$ cat src/rtl/cart_mem_arbiter.sv
// Cartridge memory arbiter: serialises PPU, CPU and loader requests onto one
// single-port memory, with CPU anti-starvation and sticky overflow flags.
module cart_mem_arbiter #(
  parameter int ADDR_W     = 18,
  parameter int MEM_LAT    = 1,
  parameter int STARVE_MAX = 3
) (
  input  logic              clk_25,
  input  logic              rst,
  input  logic              ppu_stb,
  input  logic              ppu_we,
  input  logic [ADDR_W-1:0] ppu_addr,
  input  logic [7:0]        ppu_wdata,
  output logic              ppu_ack,
  input  logic              cpu_stb,
  input  logic              cpu_we,
  input  logic [ADDR_W-1:0] cpu_addr,
  input  logic [7:0]        cpu_wdata,
  output logic              cpu_ack,
  input  logic              ldr_stb,
  input  logic              ldr_we,
  input  logic [ADDR_W-1:0] ldr_addr,
  input  logic [7:0]        ldr_wdata,
  output logic              ldr_ack,
  output logic [7:0]        rdata,
  output logic              mem_ce,
  output logic              mem_we,
  output logic [ADDR_W-1:0] mem_addr,
  output logic [7:0]        mem_wdata,
  input  logic [7:0]        mem_rdata,
  output logic [2:0]        err_ovf
);

  localparam logic [1:0] P_PPU = 2'd0;
  localparam logic [1:0] P_CPU = 2'd1;
  localparam logic [1:0] P_LDR = 2'd2;
  localparam logic [2:0] LAT_LAST   = 3'(MEM_LAT - 1);
  localparam logic [3:0] STARVE_LIM = 4'(STARVE_MAX);

  typedef enum logic [1:0] {IDLE = 2'd0, ACC = 2'd1, DONE = 2'd2} state_t;

  logic [2:0]             stb_v, we_v;
  logic [2:0][ADDR_W-1:0] addr_v;
  logic [2:0][7:0]        wdata_v;

  assign stb_v   = {ldr_stb, cpu_stb, ppu_stb};
  assign we_v    = {ldr_we, cpu_we, ppu_we};
  assign addr_v  = {ldr_addr, cpu_addr, ppu_addr};
  assign wdata_v = {ldr_wdata, cpu_wdata, ppu_wdata};

  logic [2:0]             pend, slot_we;
  logic [2:0][ADDR_W-1:0] slot_addr;
  logic [2:0][7:0]        slot_wdata;

  state_t      state;
  logic [2:0]  cnt;
  logic [1:0]  owner, win;
  logic [3:0]  starve_cnt;
  logic [2:0]  ack;
  logic [2:0]  req;
  logic        acc_last;
  logic        sel_we;
  logic [ADDR_W-1:0] sel_addr;
  logic [7:0]  sel_wdata;

  // A strobe arriving while the FSM sits in IDLE is granted in that same cycle,
  // so arbitration sees the live strobes as well as the latched slots.
  assign req      = pend | stb_v;
  assign acc_last = (state == ACC) && (cnt == LAT_LAST);

  // NOTE: every output of an always_comb gets a default first so no latch is inferred.
  always_comb begin
    win = P_PPU;
    if (req[P_CPU] && (starve_cnt >= STARVE_LIM)) win = P_CPU;
    else if (req[P_PPU])                          win = P_PPU;
    else if (req[P_CPU])                          win = P_CPU;
    else if (req[P_LDR])                          win = P_LDR;

    sel_we    = we_v[win];
    sel_addr  = addr_v[win];
    sel_wdata = wdata_v[win];
    if (pend[win]) begin
      sel_we    = slot_we[win];
      sel_addr  = slot_addr[win];
      sel_wdata = slot_wdata[win];
    end
  end

  // NOTE: sequential state uses non-blocking assignments so all registers update together.
  always_ff @(posedge clk_25 or posedge rst) begin
    if (rst) begin
      pend       <= '0;
      err_ovf    <= '0;
      slot_we    <= '0;
      slot_addr  <= '0;
      slot_wdata <= '0;
    end else begin
      for (int p = 0; p < 3; p++) begin
        if (stb_v[p] && pend[p]) err_ovf[p] <= 1'b1;
        if (stb_v[p] && !pend[p]) begin
          pend[p]       <= 1'b1;
          slot_we[p]    <= we_v[p];
          slot_addr[p]  <= addr_v[p];
          slot_wdata[p] <= wdata_v[p];
        end else if (acc_last && (owner == 2'(p))) begin
          pend[p] <= 1'b0;
        end
      end
    end
  end

  always_ff @(posedge clk_25 or posedge rst) begin
    if (rst) begin
      state      <= IDLE;
      cnt        <= '0;
      owner      <= P_PPU;
      starve_cnt <= '0;
      ack        <= '0;
      mem_ce     <= 1'b0;
      mem_we     <= 1'b0;
      mem_addr   <= '0;
      mem_wdata  <= '0;
      rdata      <= '0;
    end else begin
      case (state)
        IDLE: begin
          if (|req) begin
            owner     <= win;
            mem_ce    <= 1'b1;
            mem_we    <= sel_we;
            mem_addr  <= sel_addr;
            mem_wdata <= sel_wdata;
            cnt       <= '0;
            state     <= ACC;
            if ((win == P_PPU) && req[P_CPU])
              starve_cnt <= (starve_cnt == 4'hF) ? starve_cnt : starve_cnt + 4'd1;
            else
              starve_cnt <= '0;
          end else begin
            starve_cnt <= '0;
          end
        end
        ACC: begin
          if (acc_last) begin
            if (!mem_we) rdata <= mem_rdata;
            mem_ce     <= 1'b0;
            mem_we     <= 1'b0;
            ack[owner] <= 1'b1;
            state      <= DONE;
          end else begin
            cnt <= cnt + 3'd1;
          end
        end
        DONE: begin
          ack   <= '0;
          state <= IDLE;
        end
        default: state <= IDLE;
      endcase
    end
  end

  assign ppu_ack = ack[0];
  assign cpu_ack = ack[1];
  assign ldr_ack = ack[2];

endmodule

$ cat config.mk
export PLATFORM = sky130hd
export DESIGN_NAME = cart_mem_arbiter
export DESIGN_NICKNAME = d
export VERILOG_FILES = /design/src/rtl/cart_mem_arbiter.sv
export SDC_FILE = /design/constraint.sdc
export NUM_CORES = 1
export LEC_CHECK = 0
export ABC_CLOCK_PERIOD_IN_PS = 16100
export BUFFER_PORTS_ARGS = -buffer_cell sky130_fd_sc_hd__clkbuf_2
export CAP_MARGIN = 25
export CORE_AREA = 2 2 112 114
export CTS_BUF_LIST = sky130_fd_sc_hd__clkbuf_4 sky130_fd_sc_hd__clkbuf_8
export DETAILED_ROUTE_END_ITERATION = 8
export DIE_AREA = 0 0 114 116
export GPL_ROUTABILITY_DRIVEN = 1
export PLACE_DENSITY = 0.8
export SYNTH_ARGS = -nofsm -noshare
export SYNTH_HDL_FRONTEND = slang
export SYNTH_SLANG_ARGS = --single-unit
$ cat constraint.sdc
create_clock -name clk_25 -period 16.1 [get_ports clk_25]
set_input_delay 4.83 -clock clk_25 [delete_from_list [all_inputs] [get_ports clk_25]]
set_output_delay 4.83 -clock clk_25 [all_outputs]
set_load 0.05 [all_outputs]
==> flow_summary.json <==
{
  "clk_pin_slew_ps": 80,
  "design.core.area_um2": 11910,
  "drive_above_1_share": 0.3992,
  "fmax_mhz": 137.8,
  "grt_max_degree": 75,
  "dr.pass1.iters": 7,
  "wirelength_um": 17430,
  "yosysWarnings": 0,
  "overflow": 0,
  "synth_nets": 691,
  "fin_crit_sh": 0.4507,
  "yosysTopAreaCell": "dfrtp_1",
  "antenna_cells": 0,
  "reg2reg_to": "mem_addr[11]$_DFFE_PP0P_",
  "cts_tree": "built",
  "initialDrtViolationCount": 341,
  "power_density_nw_per_um2": 203.4,
  "final_area_um2": 7702,
  "synth_ff_type": "dfrtp_1",
  "rsz0062_at_grt": "no",
  "place_ws_ps": 8286,
  "place_area_um2": 7338,
  "ctsHoldBuffers": 0,
  "start_util": 0.5569,
  "met2RoutedLength_um": 8439,
  "wl_per_cell_um": 20.01,
  "total_power_uw": 1567,
  "clockBufferDepth": 2,
  "pin_count": 136,
  "synthToLayoutAreaGrowth_pct": 16.11,
  "hp-class": "reg -> reg",
  "std_cell_rows": 40,
  "vias": 5429,
  "synth_top_area_frac": 0.5168,
  "yosys-top-cells-area": "dfrtp_1 52%, mux2_2 15%, a211o_1 3.6%",
  "wl_met3_um": 1403,
  "synth_seq_cells": 137,
  "critPathArrivalTime_ps": 7540,
  "fin_ws_ps": 8843,
  "die_area_um2": 13220,
  "finalNonFillerCells": 871,
  "status": "finished, final reports clean",
  "finalSetupViolations": 0,
  "path_class": "in -> reg",
  "via_per_inst": 6.233,
  "cts_sinks": 137,
  "grt_usage": 0.2690,
  "synthesis.area_um2": 6634,
  "hold_depth": 1,
  "slew_violations": 0,
  "place.gp.congestion": 0.8275,
  "maxCapViolations": 0,
  "yosysSeqAreaShare": 0.5168,
  "nFillCells": 950,
  "drtAntennaViolNets": 0,
  "drcViolationCount": 0,
  "drt-met1-wl_um": 7256,
  "die_h_um": 116,
  "worstPathMaxFanout": 35,
  "comb_power_share": 0.474,
  "finalHoldViolCount": 0,
  "post-dp-hpwl_um": 11040,
  "h-tree-depth": 4,
  "min_from": "err_ovf[0]$_DFFE_PP0P_",
  "cts_buffers": 17,
  "avgSynthCellArea_um2": 11.17,
  "rr_worst_depth": 6,
  "peakVddDrop_mv": 0.08735,
  "grt_pass1_vias": 5517,
  "setup_tns_ps": 0,
  "relSlewSlack": 0.3434,
  "cts_resized": 0,
  "ys_types": 42,
  "synthCells": 594,
  "final_nets": 811,
  "reg2reg_slack_ps": 12950,
  "worst_setup_path_end_kind": "flip-flop",
  "timing.rr.start": "starve_cnt[0]$_DFFE_PP0P_",
  "grt_antenna_before_repair": 0,
  "fin_worst_skew_ps": 11.09,
  "synth_edf_count": 0,
  "tightest_slew_ps": 982.8,
  "crit_path_start_kind": "primary input",
  "port_buffers": 135,
  "clkLatencyLatePin_ps": 440,
  "p_seq_frac": 0.374,
  "async_flop_share": 1.000,
  "root_buffer": "clkbuf_8",
  "dpl.cell_count": 839,
  "top_layer_used": "met4",
  "p_sw_uw": 687.4,
  "min_to": "err_ovf[0]$_DFFE_PP0P_",
  "p_int_uw": 879.6,
  "cp.required_ps": 16380,
  "leakage_uw": 0.003507,
  "fp.dieW_um": 114,
  "post_cts_buffers": 0,
  "period_minus_slack_ps": 7257,
  "swShare": 0.4386,
  "p_clk_frac": 0.152,
  "grt_pass1_wl_um": 27430
}
==> worst max-delay path by stage <==
stage,startpoint,depth (start not counted),to
after floorplan,rst,1,ack[0]$_DFFE_PP0P_
after global placement,cpu_stb,6,mem_wdata[3]$_DFFE_PP0P_
after detailed placement,cpu_stb,6,mem_wdata[4]$_DFFE_PP0P_
after CTS,cpu_stb,6,mem_wdata[4]$_DFFE_PP0P_
after global routing,cpu_stb,6,mem_wdata[1]$_DFFE_PP0P_
final,cpu_stb,6,mem_wdata[4]$_DFFE_PP0P_
==> through the flow <==
step                      hold WS [ps]    util
final                            461.5  0.6466
after global routing             471.9  0.6466
after floorplan                  457.0       -
after detailed placement         444.8  0.6161
after CTS                        461.4  0.6428
after global placement           437.5  0.6161
==> cells by family (layout without fill, tap and decap cells) <==
family,after synthesis,after routing,share of synthesized area
AOI/OAI and AO/OA,160,160,0.1760
adders and majority gates,3,3,0.005659
buffers and inverters,49,179,0.03791
DFF,137,137,0.5168
muxes,89,89,0.1511
and+or+nand+nor,156,156,0.1126
==> state kept, by name, indices dropped and copies added, names as in the netlist <==
name        flops
slot_we         3
starve_cnt      4
slot_wdata     24
slot_addr      54
ack             3
rdata           8
mem_we          1
state           2
mem_ce          1
err_ovf         3
pend            3
cnt             3
mem_wdata       8
mem_addr       18
owner           2
==> power groups by stage <==
stage	registers [uW]	clock network [uW]	logic [uW]
floorplan	727	0	412
global placement	579	0	706
detailed placement	588	0	734
CTS	583	240	735
global route	602	257	795
finish	585	238	743
==> worst max-delay path, cell delays in order <==
cell	delay [ps]
clkbuf_2	420
nor4_2	440
nand2_2	170
nand2_2	660
a311o_2	770
o211ai_1	230
==> synthesized netlist by cell type, types with 2 or more instances <==
cell type    n
nor3_1       2
a21o_1       3
o21ai_0     35
or2_2        2
o211ai_1    17
inv_1        9
nand3_1      4
a31oi_1      2
a211o_1     27
o211ai_2     9
o221ai_1    26
buf_8        2
ha_1         3
dfrtp_1    137
nor2b_1     33
buf_6        2
buf_2       15
buf_4        3
a21oi_1     32
clkbuf_1    17
nor2_1      42
nor2_2       2
nand2_1     60
nand2_2      4
mux2_2      89
==> routing by layer <==
metal,GRT usage,vias to the layer above
met5,0,-
met3,0.06276,38
met4,0.1089,0
li1,-,2390
met2,0.4302,271
met1,0.3581,2730
==> cells in the final DEF (no fill, tap or decap), types with 6 or more instances in the layout <==
cell type  instances
o21ai_0           35
o211ai_2           9
dfrtp_1          137
o221ai_1          26
inv_1              8
clkbuf_4           6
clkbuf_8          18
nor2b_1           31
mux2_2            89
nor2_1            41
o211ai_1          17
nand2_1           60
a211o_1           27
clkbuf_2         135
a21oi_1           32
==> cell type report <==
type	instances	area (um2)	share of cell area
Clock buffer	24	292.8	0.03801
Sequential cell	137	3428	0.4451
Tap cell	147	183.9	0.02388
Timing Repair Buffer	141	744.5	0.09665
Multi-Input combinational cell	408	2989	0.3881
Clock inverter	5	25.02	0.003249
Inverter	9	38.79	0.005036
Power figures use the tool's default switching activity.
